<file path="src/rtl/adc_reader.sv">
// Serial ADC frame reader: drives chip select and serial clock, shifts one
// MSB-first word per frame and hands it out through a valid/ready register.
module adc_reader #(
  parameter int unsigned SCLK_DIV = 4,
  parameter int unsigned NBITS    = 16,
  parameter int unsigned CS_SETUP = 2,
  parameter int unsigned CS_QUIET = 4
) (
  input  logic             clk_100M,
  input  logic             rst,
  input  logic             start,
  output logic             busy,
  output logic             adc_cs,
  output logic             adc_sclk,
  input  logic             adc_sdo,
  output logic [NBITS-1:0] sample,
  output logic             sample_valid,
  input  logic             sample_ready,
  output logic             overrun
);

  typedef enum logic [1:0] {IDLE, SETUP, SHIFT, QUIET} state_e;

  localparam logic [7:0] SETUP_LAST = 8'(CS_SETUP - 1);
  localparam logic [7:0] QUIET_LAST = 8'(CS_QUIET - 1);
  localparam logic [7:0] DIV_LAST   = 8'(SCLK_DIV - 1);
  localparam logic [5:0] BIT_LAST   = 6'(NBITS - 1);

  state_e           state_q, state_d;
  logic [7:0]       cnt_q, cnt_d;     // cycles within SETUP, QUIET or one sclk half-period
  logic [5:0]       bit_q, bit_d;
  logic [NBITS-1:0] shift_q, shift_d;
  logic [NBITS-1:0] sample_q, sample_d;
  logic             busy_q, busy_d;
  logic             cs_q, cs_d;
  logic             sclk_q, sclk_d;
  logic             valid_q, valid_d;
  logic             ovr_q, ovr_d;
  logic             word_load;
  logic             xfer;

  assign xfer = valid_q & sample_ready;

  // NOTE: every variable gets a default before the case so no path leaves
  // one unassigned, which would otherwise infer a latch.
  always_comb begin
    state_d   = state_q;
    cnt_d     = cnt_q;
    bit_d     = bit_q;
    shift_d   = shift_q;
    sample_d  = sample_q;
    cs_d      = cs_q;
    sclk_d    = sclk_q;
    valid_d   = valid_q;
    ovr_d     = ovr_q;
    word_load = 1'b0;

    case (state_q)
      IDLE: begin
        if (start) begin
          state_d = SETUP;
          cs_d    = 1'b0;
          cnt_d   = '0;
          shift_d = '0;
        end
      end
      SETUP: begin
        if (cnt_q == SETUP_LAST) begin
          state_d = SHIFT;
          cnt_d   = '0;
          bit_d   = '0;
        end else begin
          cnt_d = cnt_q + 8'd1;
        end
      end
      SHIFT: begin
        // sclk_q doubles as the phase flag: low phase first, then high phase.
        if (cnt_q == DIV_LAST) begin
          cnt_d = '0;
          if (!sclk_q) begin
            sclk_d  = 1'b1;
            shift_d = (shift_q << 1) | NBITS'(adc_sdo);
          end else begin
            sclk_d = 1'b0;
            if (bit_q == BIT_LAST) begin
              state_d   = QUIET;
              cs_d      = 1'b1;
              word_load = 1'b1;
            end else begin
              bit_d = bit_q + 6'd1;
            end
          end
        end else begin
          cnt_d = cnt_q + 8'd1;
        end
      end
      QUIET: begin
        if (cnt_q == QUIET_LAST) begin
          state_d = IDLE;
          cnt_d   = '0;
        end else begin
          cnt_d = cnt_q + 8'd1;
        end
      end
      default: state_d = IDLE;
    endcase

    // A load on the same edge as a transfer replaces the consumed word cleanly.
    if (word_load) begin
      sample_d = shift_q;
      valid_d  = 1'b1;
      if (valid_q && !xfer) ovr_d = 1'b1;
    end else if (xfer) begin
      valid_d = 1'b0;
    end

    busy_d = (state_d != IDLE);
  end

  // NOTE: state registers use non-blocking assignments so every register
  // samples the pre-edge values regardless of statement order.
  always_ff @(posedge clk_100M) begin
    if (rst) begin
      state_q  <= IDLE;
      cnt_q    <= '0;
      bit_q    <= '0;
      shift_q  <= '0;
      // NOTE: the data registers are reset too, since sample is visible to
      // the consumer and must read zero after reset.
      sample_q <= '0;
      busy_q   <= 1'b0;
      cs_q     <= 1'b1;
      sclk_q   <= 1'b0;
      valid_q  <= 1'b0;
      ovr_q    <= 1'b0;
    end else begin
      state_q  <= state_d;
      cnt_q    <= cnt_d;
      bit_q    <= bit_d;
      shift_q  <= shift_d;
      sample_q <= sample_d;
      busy_q   <= busy_d;
      cs_q     <= cs_d;
      sclk_q   <= sclk_d;
      valid_q  <= valid_d;
      ovr_q    <= ovr_d;
    end
  end

  assign busy         = busy_q;
  assign adc_cs       = cs_q;
  assign adc_sclk     = sclk_q;
  assign sample       = sample_q;
  assign sample_valid = valid_q;
  assign overrun      = ovr_q;

endmodule

</file>
<file path="config.mk">
export PLATFORM = sky130hd
export DESIGN_NAME = adc_reader
export DESIGN_NICKNAME = d
export VERILOG_FILES = /design/src/rtl/adc_reader.sv
export SDC_FILE = /design/constraint.sdc
export NUM_CORES = 1
export LEC_CHECK = 0
export ABC_AREA = 0
export BUFFER_PORTS_ARGS = -buffer_cell sky130_fd_sc_hd__clkbuf_2
export CAP_MARGIN = 20
export CELL_PAD_IN_SITES_DETAIL_PLACEMENT = 1
export CELL_PAD_IN_SITES_GLOBAL_PLACEMENT = 2
export CORE_UTILIZATION = 38
export CTS_CLUSTER_DIAMETER = 30
export DETAILED_ROUTE_END_ITERATION = 10
export PLACE_DENSITY = 0.94
export SETUP_SLACK_MARGIN = 0.2
export SLEW_MARGIN = 20
export SYNTH_ARGS = -nofsm -noshare
export SYNTH_HDL_FRONTEND = slang
export SYNTH_SLANG_ARGS = --single-unit
</file>
<file path="constraint.sdc">
create_clock -name clk_100M -period 5.09 [get_ports clk_100M]
set_input_delay 1.018 -clock clk_100M [delete_from_list [all_inputs] [get_ports clk_100M]]
set_output_delay 1.018 -clock clk_100M [all_outputs]
set_load 0.1 [all_outputs]
</file>
==> run summary <==
hold_buf cts -> 0
Routed Antenna Nets -> 0
Layout Skew -> 0.004874 ns
Register Area -> 1061 sq um
Filler cells -> 688
die area -> 6205 sq um
Worst EP arrival -> 1.40 ns
CP delay by family, top -> flip-flops
Initial Util -> 0.3994
GR met1 Demand/Resource -> 0.2423
most frequent cell after synthesis -> dfxtp_1
I/O Buffers -> 25
RSZ-0062 raised after global routing -> no
global-route track usage on met3 -> 0.04023
Synth Warn # -> 0
Mapped Nets -> 255
setup ws final -> 2.676 ns
vias in the first global route -> 1,882
Final period util -> 0.4743
antenna fix cells -> 0
post_cts resized -> 0
crit path kind -> reg2out
Worst-Margin Slew -> 1.056 ns
via count of the routed design -> 1,909
multi-input logic area -> 1061 sq um
synth top area cells -> dfxtp_1 47%, a22o_1 6.3%, nand3_1 6.3%
worst hold slack -> 0.4819 ns
Die X -> 78.77 um
global-route wire length before repair -> 8976 um
crit path time final -> 2.414 ns
crit path buf inv count -> 1
Reg2Reg Setup Slack -> 2.71 ns
share of cells above drive strength 1 -> 0.1538
post-synth top area cell -> dfxtp_1
type of origin of the critical path -> flop
#FFs+latches synth -> 53
Final Wtd Congestion -> 0.8542
fin nets -> 267
relative slew slack -> 0.2866
CP Capture Type -> output pin
Worst-path clk slew -> 0.10 ns
postcts setup bufs -> 0
cell row count -> 27
drt via density -> 5.750
synthesized area -> 2240 sq um
max-cap viol count -> 0
die height -> 78.77 um
WL per Instance -> 16.11 um
Hold Crit Class -> reg2reg
Post-Synthesis Cells -> 247
Pleak -> 0.8913 nW
first drt pass iteration count -> 4
DR DRC count -> 0
number of clock sinks -> 53
ys async rst share -> 0
maximum vdd drop -> 0.1288 mV
Worst path slowest cell -> dfxtp_1
Final setup viols -> 0
GRT met2 Usage -> 0.2974
Avg Synthesized Cell Area -> 9.067 sq um
required time worst endpoint -> 4.07 ns
Total GRT Usage -> 0.1843
count of cell types in the netlist -> 43
final hold vios -> 0
Post-synth top cells -> 53 x dfxtp_1, 28 x nand3_1, 26 x a21oi_1
Crit Path Max Fanout -> 7
number of synthesized flops with an enable pin -> 0
worst slack, placed -> 2.303 ns
Fmax achieved -> 414.2 MHz
status -> finished, final reports clean
initial antenna violation count -> 0
CTS buffer count -> 5
final WL -> 5349 um
largest net degree at the start of global routing -> 29
Max Buffers Root-to-Sink -> 2
dpl cells -> 324
Skew-Pair Late Insertion Delay -> 0.31 ns
grt ovf -> 0
1st-iter DRT viols -> 123
max incr delay on CP -> 0.55 ns
CTS tree -> yes
hpwl dp -> 3594 um
worst path cell trace -> clkbuf_2
Root Buffer -> clkbuf_8
top_reg_cell synth -> dfxtp_1
Layout area overhead -> 9.777%
Core ar. -> 5608 sq um
IO Pins -> 26
Total Neg Setup Slack -> 0 ns
Final Max Slew Viols -> 0
gr busiest metal -> met2
H-Tree Level Count -> 2
PD cells -> 301.6 nW/um^2
Yosys top cell area share -> 0.4737
Final Non-Filler Cells -> 332
post-synthesis sequential area ratio -> 0.4737
## cell families (layout without fill, tap and decap cells)
kind of cell,Yosys count,after routing,synth area share
simple gates,76,76,0.2011
flops,53,53,0.4737
buf+inv,28,41,0.05419
fa+ha+maj,3,3,0.01676
compound gates,85,85,0.2464
xor+xnor,2,2,0.007823
## registers in the layout, summed over array words and instances (netlist names)
signal,count
adc_sclk,1
busy,1
shift_q,16
adc_cs,1
overrun,1
state_q,2
cnt_q,8
sample_valid,1
sample,16
bit_q,6
## layout make-up
type | instances | area share
Multi-Input combinational cell | 166 | 0.4316
Inverter | 8 | 0.01221
Tap cell | 72 | 0.03664
Timing Repair Buffer | 25 | 0.05089
Clock inverter | 3 | 0.009160
Clock buffer | 5 | 0.02799
Sequential cell | 53 | 0.4316
## power by group
group | total (mW) | switching (mW) | internal, mW
logic | 0.0606 | 0.0447 | 0.0159
clock network | 0.252 | 0.154 | 0.0982
registers | 0.429 | 0.00873 | 0.420
total | 0.741 | 0.207 | 0.534
## path summary, 6_finish.rpt
check	from	endpoint	cells after the start
setup reg to reg	cnt_q[2]$_SDFFE_PP0P_	state_q[0]$_SDFF_PP0_	4
hold / removal	overrun$_SDFFE_PP0P_	overrun$_SDFFE_PP0P_	1
hold reg to reg	overrun$_SDFFE_PP0P_	overrun$_SDFFE_PP0P_	1
setup / recovery	adc_sclk$_SDFFE_PP0P_	adc_sclk	1
## cells in the final DEF (no fill, tap or decap), types with 2 or more instances in the layout
master	netlist	layout
o21ai_1	16	16
clkbuf_8	0	5
a22o_1	16	16
clkinv_4	0	2
or4_1	5	5
a21oi_1	26	25
nor2_1	7	7
or3_1	3	3
nand2_1	8	8
clkbuf_2	0	25
and4b_1	2	2
nand3_1	28	28
nand3b_1	2	2
nand2b_1	2	2
inv_1	8	8
nor3_1	3	3
dfxtp_1	53	53
ha_1	3	3
o21ai_0	2	2
a31oi_1	10	10
o31ai_1	4	4
nand4_1	2	2
nor4_4	2	2
and3_1	5	5
xnor2_1	2	2
## per-stage QoR
step	utilization	total power, mW	instance area, sq um
after floorplan	-	0.4852	2240
after global placement	0.4215	0.4967	2364
after detailed placement	0.4215	0.4983	2364
after CTS	0.4378	0.7436	2455
after global routing	0.4384	0.7666	2459
final	0.4384	0.7415	2459
## per-layer routing
metal | wire, um | part of all wire | up-vias
li1 | - | - | 948
met1 | 2629 | 0.49 | 925
met2 | 2489 | 0.47 | 30
met3 | 153 | 0.029 | 6
met4 | 78 | 0.015 | 0
met5 | 0 | 0 | -
No activity file was read; power rests on OpenSTA's default activity.
